$ cat config.mk
export PLATFORM = sky130hd
export DESIGN_NAME = corner_scorer
export DESIGN_NICKNAME = d
export VERILOG_FILES = /design/src/rtl/card_pkg.sv /design/src/rtl/card_templates.sv /design/src/rtl/corner_scorer.sv
export SDC_FILE = /design/constraint.sdc
export NUM_CORES = 1
export LEC_CHECK = 0
export CAP_MARGIN = 20
export CORE_ASPECT_RATIO = 0.8
export CORE_MARGIN = 4
export CORE_UTILIZATION = 65
export CTS_BUF_LIST = sky130_fd_sc_hd__clkbuf_2
export DETAILED_ROUTE_END_ITERATION = 10
export DONT_BUFFER_PORTS = 1
export PLACE_DENSITY = 0.82
export SLEW_MARGIN = 20
export SYNTH_ARGS = -nofsm -noshare
export SYNTH_HDL_FRONTEND = slang
export SYNTH_SLANG_ARGS = --single-unit
$ cat constraint.sdc
create_clock -name clk_in -period 2.1 [get_ports clk_in]
set_input_delay 0.42 -clock clk_in [delete_from_list [all_inputs] [get_ports clk_in]]
set_output_delay 0.42 -clock clk_in [all_outputs]
set_load 0.005 [all_outputs]
$ cat src/rtl/card_pkg.sv
// Shared constants, enums and template helpers for the card-corner scoring path.
package card_pkg;

  localparam int CORNER_WIDTH = 28;
  localparam int RANK_HEIGHT  = 40;
  localparam int SUIT_HEIGHT  = 29;
  localparam int ROM_LATENCY  = 2;

  localparam int RANK_SIZE = CORNER_WIDTH * RANK_HEIGHT;
  localparam int SUIT_SIZE = CORNER_WIDTH * SUIT_HEIGHT;
  localparam int RANK_W    = $clog2(RANK_SIZE);
  localparam int SUIT_W    = $clog2(SUIT_SIZE);

  localparam int NUM_RANKS = 13;
  localparam int NUM_SUITS = 4;

  localparam int SPADE_INK_FIRST = 10 * CORNER_WIDTH + 8;
  localparam int SPADE_INK_COUNT = 12;

  typedef enum logic [3:0] {
    RANK_TWO, RANK_THREE, RANK_FOUR, RANK_FIVE, RANK_SIX, RANK_SEVEN, RANK_EIGHT,
    RANK_NINE, RANK_TEN, RANK_JACK, RANK_QUEEN, RANK_KING, RANK_ACE
  } rank_e;

  typedef enum logic [1:0] {
    SUIT_DIAMOND = 2'd0,
    SUIT_HEART   = 2'd1,
    SUIT_CLUB    = 2'd2,
    SUIT_SPADE   = 2'd3
  } suit_e;

  typedef enum logic [2:0] {IDLE, RANK, SUIT, DRAIN, DONE} scorer_state_e;

  typedef struct packed {
    logic valid;
    logic pixel;
    logic is_suit;
  } pix_tag_t;

  // Calibration glyph set: the "two" rank is solid ink, the spade carries a 12-pixel bar.
  function automatic logic rank_template_bit(input logic [3:0] r, input logic [RANK_W-1:0] addr);
    return (r == RANK_TWO) && (addr < RANK_W'(RANK_SIZE));
  endfunction

  function automatic logic suit_template_bit(input logic [1:0] s, input logic [SUIT_W-1:0] addr);
    return (s == SUIT_SPADE) && (addr >= SUIT_W'(SPADE_INK_FIRST)) &&
           (addr < SUIT_W'(SPADE_INK_FIRST + SPADE_INK_COUNT));
  endfunction

endpackage

$ cat src/rtl/card_templates.sv
// Rank/suit template ROM with a registered address and a registered output (2-cycle read).
module card_templates
  import card_pkg::*;
(
  input  logic                 clk_in,
  input  logic [RANK_W-1:0]    rank_addr,
  input  logic [SUIT_W-1:0]    suit_addr,
  output logic [NUM_RANKS-1:0] rank_bits,
  output logic [NUM_SUITS-1:0] suit_bits
);

  logic [RANK_W-1:0]    rank_addr_q;
  logic [SUIT_W-1:0]    suit_addr_q;
  logic [NUM_RANKS-1:0] rank_bits_d, rank_bits_q;
  logic [NUM_SUITS-1:0] suit_bits_d, suit_bits_q;

  always_comb begin
    rank_bits_d = '0;
    suit_bits_d = '0;
    for (int r = 0; r < NUM_RANKS; r++) rank_bits_d[r] = rank_template_bit(4'(r), rank_addr_q);
    for (int s = 0; s < NUM_SUITS; s++) suit_bits_d[s] = suit_template_bit(2'(s), suit_addr_q);
  end

  always_ff @(posedge clk_in) begin
    rank_addr_q <= rank_addr;
    suit_addr_q <= suit_addr;
    rank_bits_q <= rank_bits_d;
    suit_bits_q <= suit_bits_d;
  end

  assign rank_bits = rank_bits_q;
  assign suit_bits = suit_bits_q;

endmodule

$ cat src/rtl/corner_scorer.sv
// Counts pixel mismatches of one card corner against all rank and suit templates.
// Optional truncated-card flag: define CORNER_SCORER_TRUNC_CHECK_EN.
module corner_scorer
  import card_pkg::*;
(
  input  logic                          clk_in,
  input  logic                          rst_in,
  input  logic                          start_in,
  input  logic                          pixel_in,
  input  logic                          pixel_valid_in,
  output logic                          busy_out,
  output logic [NUM_RANKS*RANK_W-1:0]   rank_scores_out,
  output logic [NUM_SUITS*SUIT_W-1:0]   suit_scores_out,
  output logic                          scores_valid_out,
  output logic                          error_out
);

  localparam int DRAIN_W = $clog2(ROM_LATENCY + 1);
  localparam logic [RANK_W-1:0]  RANK_LAST  = RANK_W'(RANK_SIZE - 1);
  localparam logic [SUIT_W-1:0]  SUIT_LAST  = SUIT_W'(SUIT_SIZE - 1);
  localparam logic [DRAIN_W-1:0] DRAIN_LAST = DRAIN_W'(ROM_LATENCY - 1);

  scorer_state_e        state_q, state_d;
  logic [RANK_W-1:0]    rank_addr_q, rank_addr_d;
  logic [SUIT_W-1:0]    suit_addr_q, suit_addr_d;
  logic [DRAIN_W-1:0]   drain_q, drain_d;
  pix_tag_t             pipe_q [ROM_LATENCY];
  pix_tag_t             pipe_d [ROM_LATENCY];
  logic [RANK_W-1:0]    rank_cnt_q [NUM_RANKS];
  logic [RANK_W-1:0]    rank_cnt_d [NUM_RANKS];
  logic [SUIT_W-1:0]    suit_cnt_q [NUM_SUITS];
  logic [SUIT_W-1:0]    suit_cnt_d [NUM_SUITS];
  logic [NUM_RANKS-1:0] rank_bits;
  logic [NUM_SUITS-1:0] suit_bits;
  logic                 accept;
  pix_tag_t             aligned;

  card_templates u_templates (
    .clk_in    (clk_in),
    .rank_addr (rank_addr_q),
    .suit_addr (suit_addr_q),
    .rank_bits (rank_bits),
    .suit_bits (suit_bits)
  );

  // A start pulse overrides everything: flush and restart the rank pass.
  always_comb begin
    state_d     = state_q;
    rank_addr_d = rank_addr_q;
    suit_addr_d = suit_addr_q;
    drain_d     = drain_q;
    accept      = 1'b0;
    case (state_q)
      IDLE: ;
      RANK: if (pixel_valid_in) begin
        accept      = 1'b1;
        rank_addr_d = rank_addr_q + RANK_W'(1);
        if (rank_addr_q == RANK_LAST) state_d = SUIT;
      end
      SUIT: if (pixel_valid_in) begin
        accept      = 1'b1;
        suit_addr_d = suit_addr_q + SUIT_W'(1);
        if (suit_addr_q == SUIT_LAST) begin
          state_d = DRAIN;
          drain_d = '0;
        end
      end
      DRAIN: begin
        drain_d = drain_q + DRAIN_W'(1);
        if (drain_q == DRAIN_LAST) state_d = DONE;
      end
      DONE: state_d = IDLE;
      default: state_d = IDLE;
    endcase
    if (start_in) begin
      state_d     = RANK;
      rank_addr_d = '0;
      suit_addr_d = '0;
      drain_d     = '0;
      accept      = 1'b0;
    end
  end

  // Pixel tags trail the ROM read so each one meets its own template bits.
  always_comb begin
    pipe_d[0].valid   = accept;
    pipe_d[0].pixel   = pixel_in;
    pipe_d[0].is_suit = (state_q == SUIT);
    for (int i = 1; i < ROM_LATENCY; i++) begin
      pipe_d[i] = pipe_q[i-1];
      if (start_in) pipe_d[i].valid = 1'b0;
    end
  end

  assign aligned = pipe_q[ROM_LATENCY-1];

  always_comb begin
    for (int r = 0; r < NUM_RANKS; r++) begin
      rank_cnt_d[r] = rank_cnt_q[r];
      if (aligned.valid && !aligned.is_suit && (aligned.pixel != rank_bits[r]))
        rank_cnt_d[r] = rank_cnt_q[r] + RANK_W'(1);
      if (start_in) rank_cnt_d[r] = '0;
    end
    for (int s = 0; s < NUM_SUITS; s++) begin
      suit_cnt_d[s] = suit_cnt_q[s];
      if (aligned.valid && aligned.is_suit && (aligned.pixel != suit_bits[s]))
        suit_cnt_d[s] = suit_cnt_q[s] + SUIT_W'(1);
      if (start_in) suit_cnt_d[s] = '0;
    end
  end

  always_ff @(posedge clk_in) begin
    if (rst_in) begin
      state_q     <= IDLE;
      rank_addr_q <= '0;
      suit_addr_q <= '0;
      drain_q     <= '0;
      for (int i = 0; i < ROM_LATENCY; i++) pipe_q[i] <= '0;
      for (int r = 0; r < NUM_RANKS; r++) rank_cnt_q[r] <= '0;
      for (int s = 0; s < NUM_SUITS; s++) suit_cnt_q[s] <= '0;
    end else begin
      state_q     <= state_d;
      rank_addr_q <= rank_addr_d;
      suit_addr_q <= suit_addr_d;
      drain_q     <= drain_d;
      for (int i = 0; i < ROM_LATENCY; i++) pipe_q[i] <= pipe_d[i];
      for (int r = 0; r < NUM_RANKS; r++) rank_cnt_q[r] <= rank_cnt_d[r];
      for (int s = 0; s < NUM_SUITS; s++) suit_cnt_q[s] <= suit_cnt_d[s];
    end
  end

  for (genvar r = 0; r < NUM_RANKS; r++) begin : g_rank_out
    assign rank_scores_out[r*RANK_W +: RANK_W] = rank_cnt_q[r];
  end
  for (genvar s = 0; s < NUM_SUITS; s++) begin : g_suit_out
    assign suit_scores_out[s*SUIT_W +: SUIT_W] = suit_cnt_q[s];
  end

  assign busy_out         = (state_q != IDLE);
  assign scores_valid_out = (state_q == DONE);

`ifdef CORNER_SCORER_TRUNC_CHECK_EN
  logic error_q, error_d;

  // Flag an aborted pass; the flag drops with the next completed card.
  always_comb begin
    error_d = error_q;
    if (state_q == DONE) error_d = 1'b0;
    if (start_in && ((state_q == RANK) || (state_q == SUIT) || (state_q == DRAIN)))
      error_d = 1'b1;
  end

  always_ff @(posedge clk_in) begin
    if (rst_in) error_q <= 1'b0;
    else        error_q <= error_d;
  end

  assign error_out = error_q && (state_q != DONE);
`else
  assign error_out = 1'b0;
`endif

endmodule

# Yosys cells after proc, flatten, opt, wreduce, memory -nomap -nowiden
# Memory sizes are Yosys's and may differ from the RTL's.
# Index checks and enable logic that the tools add are counted.
# W data, S select, Z words.
# word_totals
ff_bits,49
ramBits,189
input_bits,5
output_inout_bits,186
wordCells,163
n_memories,3
# classes
add_sub_neg,20
magnitude_cmp,3
eq_ne,20
n_mux,70
n_bitwise,20
reduce_logical,18
# mem_list
memory,depth,word_bits,rd,rd_ports_with_merged_regs,write_ports,line,rtl
rank_cnt_q,13,11,13,0,13,corner_scorer.sv:29,logic [RANK_W-1:0] rank_cnt_q [NUM_RANKS];
suit_cnt_q,4,10,4,0,4,corner_scorer.sv:31,logic [SUIT_W-1:0] suit_cnt_q [NUM_SUITS];
pipe_q,2,3,2,0,2,corner_scorer.sv:27,pix_tag_t pipe_q [ROM_LATENCY];
# ops
op,count
$mux W11,39
$add A11 B1 Y11 const B,14
$mux W10,12
$add A10 B1 Y10 const B,5
$mux W3,7
$or A1 B1 Y1,19
$ne A3 B3 Y1 const B,4
$pmux W3 S4,1
$reduce_and A6 Y1,2
$eq A11 B11 Y1 const B,1
$lt A11 B11 Y1 const B,1
$eq A10 B10 Y1 const B,1
$ge A10 B9 Y1 const B,1
$lt A10 B9 Y1 const B,1
$ne A2 B2 Y1 const B,5
$mux W1,8
$logic_and A1 B1 Y1,7
$eq A3 B2 Y1 const B,2
$mux W2,2
$pmux W2 S2,1
$reduce_and A2 Y1,2
$reduce_or A2 Y1,2
$eq A3 B1 Y1 const B,1
$eq A3 B3 Y1 const B,1
11 further kinds,12

# Longest topological paths before layout
# An unclocked memory read counts as a cell.
# logic_depth
ltp_word,7
ltp_mapped,7
ltp_nobuf,5

# By module
# Synthesis repeated with hierarchy kept, for this count alone.
# unflattened
cells_unflattened,1180
hier_area_um2,10516.3
# modules_own_cells
mod,instances,cells_each,area_each_um2,seq_area_each_um2
corner_scorer,1,1143,10043.4,4304.1
card_templates,1,37,473.0,320.3

# Worst setup path before layout
# Ideal clock, no wire load.
# synth_path
path_type,reg-to-reg
startpoint,register u_templates.suit_bits_q[3] (netlist: u_templates.suit_bits[3])
endpoint,memory suit_cnt_q[3][9] (netlist bit)
setup_time_ns,0.070
t_arrival_ns,1.631
t_required_ns,2.030
slack_ns,0.399
stages_incl_launch_ff,5
n_path_buf,0
period_less_slack_ns,1.701
path_cell_list,dfxtp_1 -> xnor2_1 -> or4_4 -> or4_1 -> a21oi_1
# synth_lines
item,line,rtl
"start, declared",card_templates.sv:15,"logic [NUM_SUITS-1:0] suit_bits_d, suit_bits_q;"
"start signal, assigned",card_templates.sv:28,suit_bits_q <= suit_bits_d;
"end, declared",corner_scorer.sv:31,

# Final worst setup path
# layout_path
startpoint,register state_q[1]
endpoint,output port busy_out
# layout_via
elab_chain_len,1
# layout_rtl
item,line,rtl
"start, declared",corner_scorer.sv:23,"scorer_state_e state_q, state_d;"
"start signal, assigned",corner_scorer.sv:122,state_q <= state_d;
$reduce_bool A3 Y1,corner_scorer.sv:139,assign busy_out = (state_q != IDLE);
"end, declared",corner_scorer.sv:11,"output logic busy_out,"
# No other way between the ends.

==> impl_metrics.tcl <==
set metrics [dict create \
    crit_path_start_kind "register" \
    maxCapViolations 0 \
    grt_max_degree 52 \
    synth-main-ff-cell "dfxtp_1" \
    clk_latency_ns 0.78 \
    p_leak_nw 3.29 \
    ys_seq_area_frac 0.478 \
    critical-path-slowest-cell "or3_1" \
    viasPerCell 5.79 \
    fin_worst_skew_ns 0.0393 \
    finalPower_mw 7.10 \
    final_hold_viol_count 0 \
    drcViolationCount 0 \
    ir_worst_vdd_mv 0.488 \
    cp_data_required_time_ns 1.68 \
    finalWirelength_um 21500 \
    dpl.cell_count 1261 \
    wl_per_cell_um 15.9 \
    setup_violations 0 \
    tightest_slew_ns 0.514 \
    cpPeakStageDelay_ns 0.40 \
    hp-class "in2reg" \
    status "completed" \
    ys_seq_elements 231 \
    layout.cells.non_filler 1353 \
    htree_levels 2 \
    arrival_ns 1.52 \
    power.density_nw_per_um2 682 \
    crit_type "reg2out" \
    yosysWarnings 0 \
    drive_above_1_share 0.0890 \
    clock.fmax_mhz 515 \
    cts_setup_buffers 0 \
    grt_pass1_wl_um 35200 \
    place_ws_ns 0.307 \
    final_util 0.720 \
    place_congestion 0.843 \
    first_iter_violations 390 \
    path_cells "or3_1" \
    synth_edf_count 0 \
    slew_headroom 0.657 \
    async_reset_ff_frac 0 \
    synthCells 1103 \
    crit_path_end_kind "output pin" \
    timing.final.ws_setup_ns 0.158 \
    grt_setup_unrepaired "no" \
    cts_buffer_depth 3 \
    cts_tree "built" \
    antenna_found_initial 1 \
    overflow 0 \
    numClockSinks 231 \
    dr.pass1.iters 4 \
    drtAntennaViolNets 0 \
    final_max_slew_viol_count 0 \
    post-route-period-util 0.925 \
    dieArea_um2 16900 \
    post-dp-hpwl_um 14700 \
    period_needed_ns 1.94 \
    core_um2 14400 \
    crit_family "simple AND/OR/NAND/NOR gates" \
    die_x_um 144 \
    final_nets 1160 \
    critical_path_buf_inv_count 0 \
    syn_avg_cell_area_um2 8.76 \
    root_buffer "clkbuf_2" \
    syn_area_um2 9670 \
    cp_max_fo 10 \
    via_count 7829 \
    areaGrowthSynthToFinish_pct 7.64 \
    ys_types 42 \
    fp-row-count 39 \
    start_util 0.669 \
    setup_tns_ns 0 \
    port_buffers 0 \
    grt_use_total 0.251 \
    die_h_um 117 \
    pin_count 191 \
    first_global_vias 7215 \
    syn_nets 1128 \
    cts_buffers 51 \
    clk_pin_slew_ns 0.10 \
]
-- metal layers --
| layer | track usage | share of wire | up-vias |
|---|---|---|---|
| li1 | - | - | 3864 |
| met1 | 0.324 | 0.44 | 3633 |
| met2 | 0.387 | 0.44 | 288 |
| met3 | 0.0885 | 0.095 | 44 |
| met4 | 0.0982 | 0.026 | 0 |
| met5 | 0 | 0 | - |
-- area by class of cell --
cell class                      instances  area, um^2
Multi-Input combinational cell        798        4760
Sequential cell                       231        4630
Fill cell                            1146        4040
Clock buffer                           75         375
Timing Repair Buffer                   23         248
Tap cell                              184         230
Inverter                               30         113
Clock inverter                         11        42.5
Antenna cell                            1        2.50
-- metrics by stage --
stage / hold slack (ns) / cell area, um^2
final: 0.0823 / 10400
after detailed placement: 0.362 / 9920
after CTS: 0.00294 / 10400
after floorplan: 0.329 / 9670
after global placement: 0.368 / 9920
after global routing: 0.0399 / 10400
-- kinds of logic (layout without fill, tap and decap cells) --
| logic type | after synthesis | in the layout | share of synthesized area |
|---|---|---|---|
| AND/OR/NAND/NOR | 534 | 534 | 0.272 |
| flip-flops | 231 | 231 | 0.478 |
| XOR/XNOR | 160 | 160 | 0.145 |
| AO/OA/AOI/OAI | 77 | 77 | 0.0418 |
| buffers and inverters | 74 | 139 | 0.0303 |
| adder cells (fa/ha/maj) | 20 | 20 | 0.0259 |
| multiplexers | 6 | 6 | 0.00621 |
| other | 1 | 2 | 0.000388 |
-- layout by cell type (no fill, tap or decap), drive strengths merged, types with 18 or more instances in the layout --
cell,netlist,routed
ha,20,20
xor2,45,45
nor2,181,181
clkbuf,29,75
nor4,42,42
inv,30,30
o21ai,25,25
dfxtp,231,231
xnor2,115,115
nand4,46,46
or3,24,24
nand3,37,37
buf,15,18
a21oi,44,44
nand2,101,101
nor3,42,42
-- cells in the mapped netlist (all sizes together), types with 3 or more instances --
cell    count  area (um^2)
dfxtp     231         4620
nor4       42          263
nand3      37          185
xor2       45          394
or3        24          151
nand4b     12          105
a21oi      44          220
nand3b      3         22.5
nor4b       3         26.3
nand2     101          379
buf        15         71.3
nand4      46          288
mux2i       6         60.1
or4         6         48.8
inv        30          113
ha         20          250
and4b       3         30.0
nor2      181          679
nor2b       4         25.0
o21ai      25          125
nor3b       3         22.5
and4        4         35.0
and2        7         43.8
clkbuf     29          109
and3        9         56.3
nor3       42          210
xnor2     115         1010
-- path summary, 6_finish.rpt --
kind         slack, ns            start                          end  cells past startpoint
max               0.16       state_q[1]                     busy_out                      1
max reg2reg       0.22   suit_addr_q[2]                   state_q[0]                      5
min reg2reg       0.39  rank_addr_q[10]  u_templates.rank_addr_q[10]                      0
min               0.08   pixel_valid_in                   drain_q[1]                      4
-- timing repair --
item,CTS,global route
resized for setup,0,5
setup endpoints to repair,0,2
hold endpoints to repair,11,0
hold buffers,5,0
-- flip-flops by register name (all words and copies together) (netlist names) --
name                     count
rank_addr_q                 11
drain_q                      2
suit_cnt_q                  40
u_templates.suit_addr_q      8
u_templates.suit_bits        1
state_q                      3
suit_addr_q                 10
u_templates.rank_bits        1
pipe_q                       6
u_templates.rank_addr_q      6
rank_cnt_q                 143
-- power breakdown --
group | switching, mW | internal [mW]
Clock | 1.63 | 0.936
Sequential | 0.00771 | 4.38
Combinational | 0.0951 | 0.0446
No activity file was read; power rests on OpenSTA's default activity.
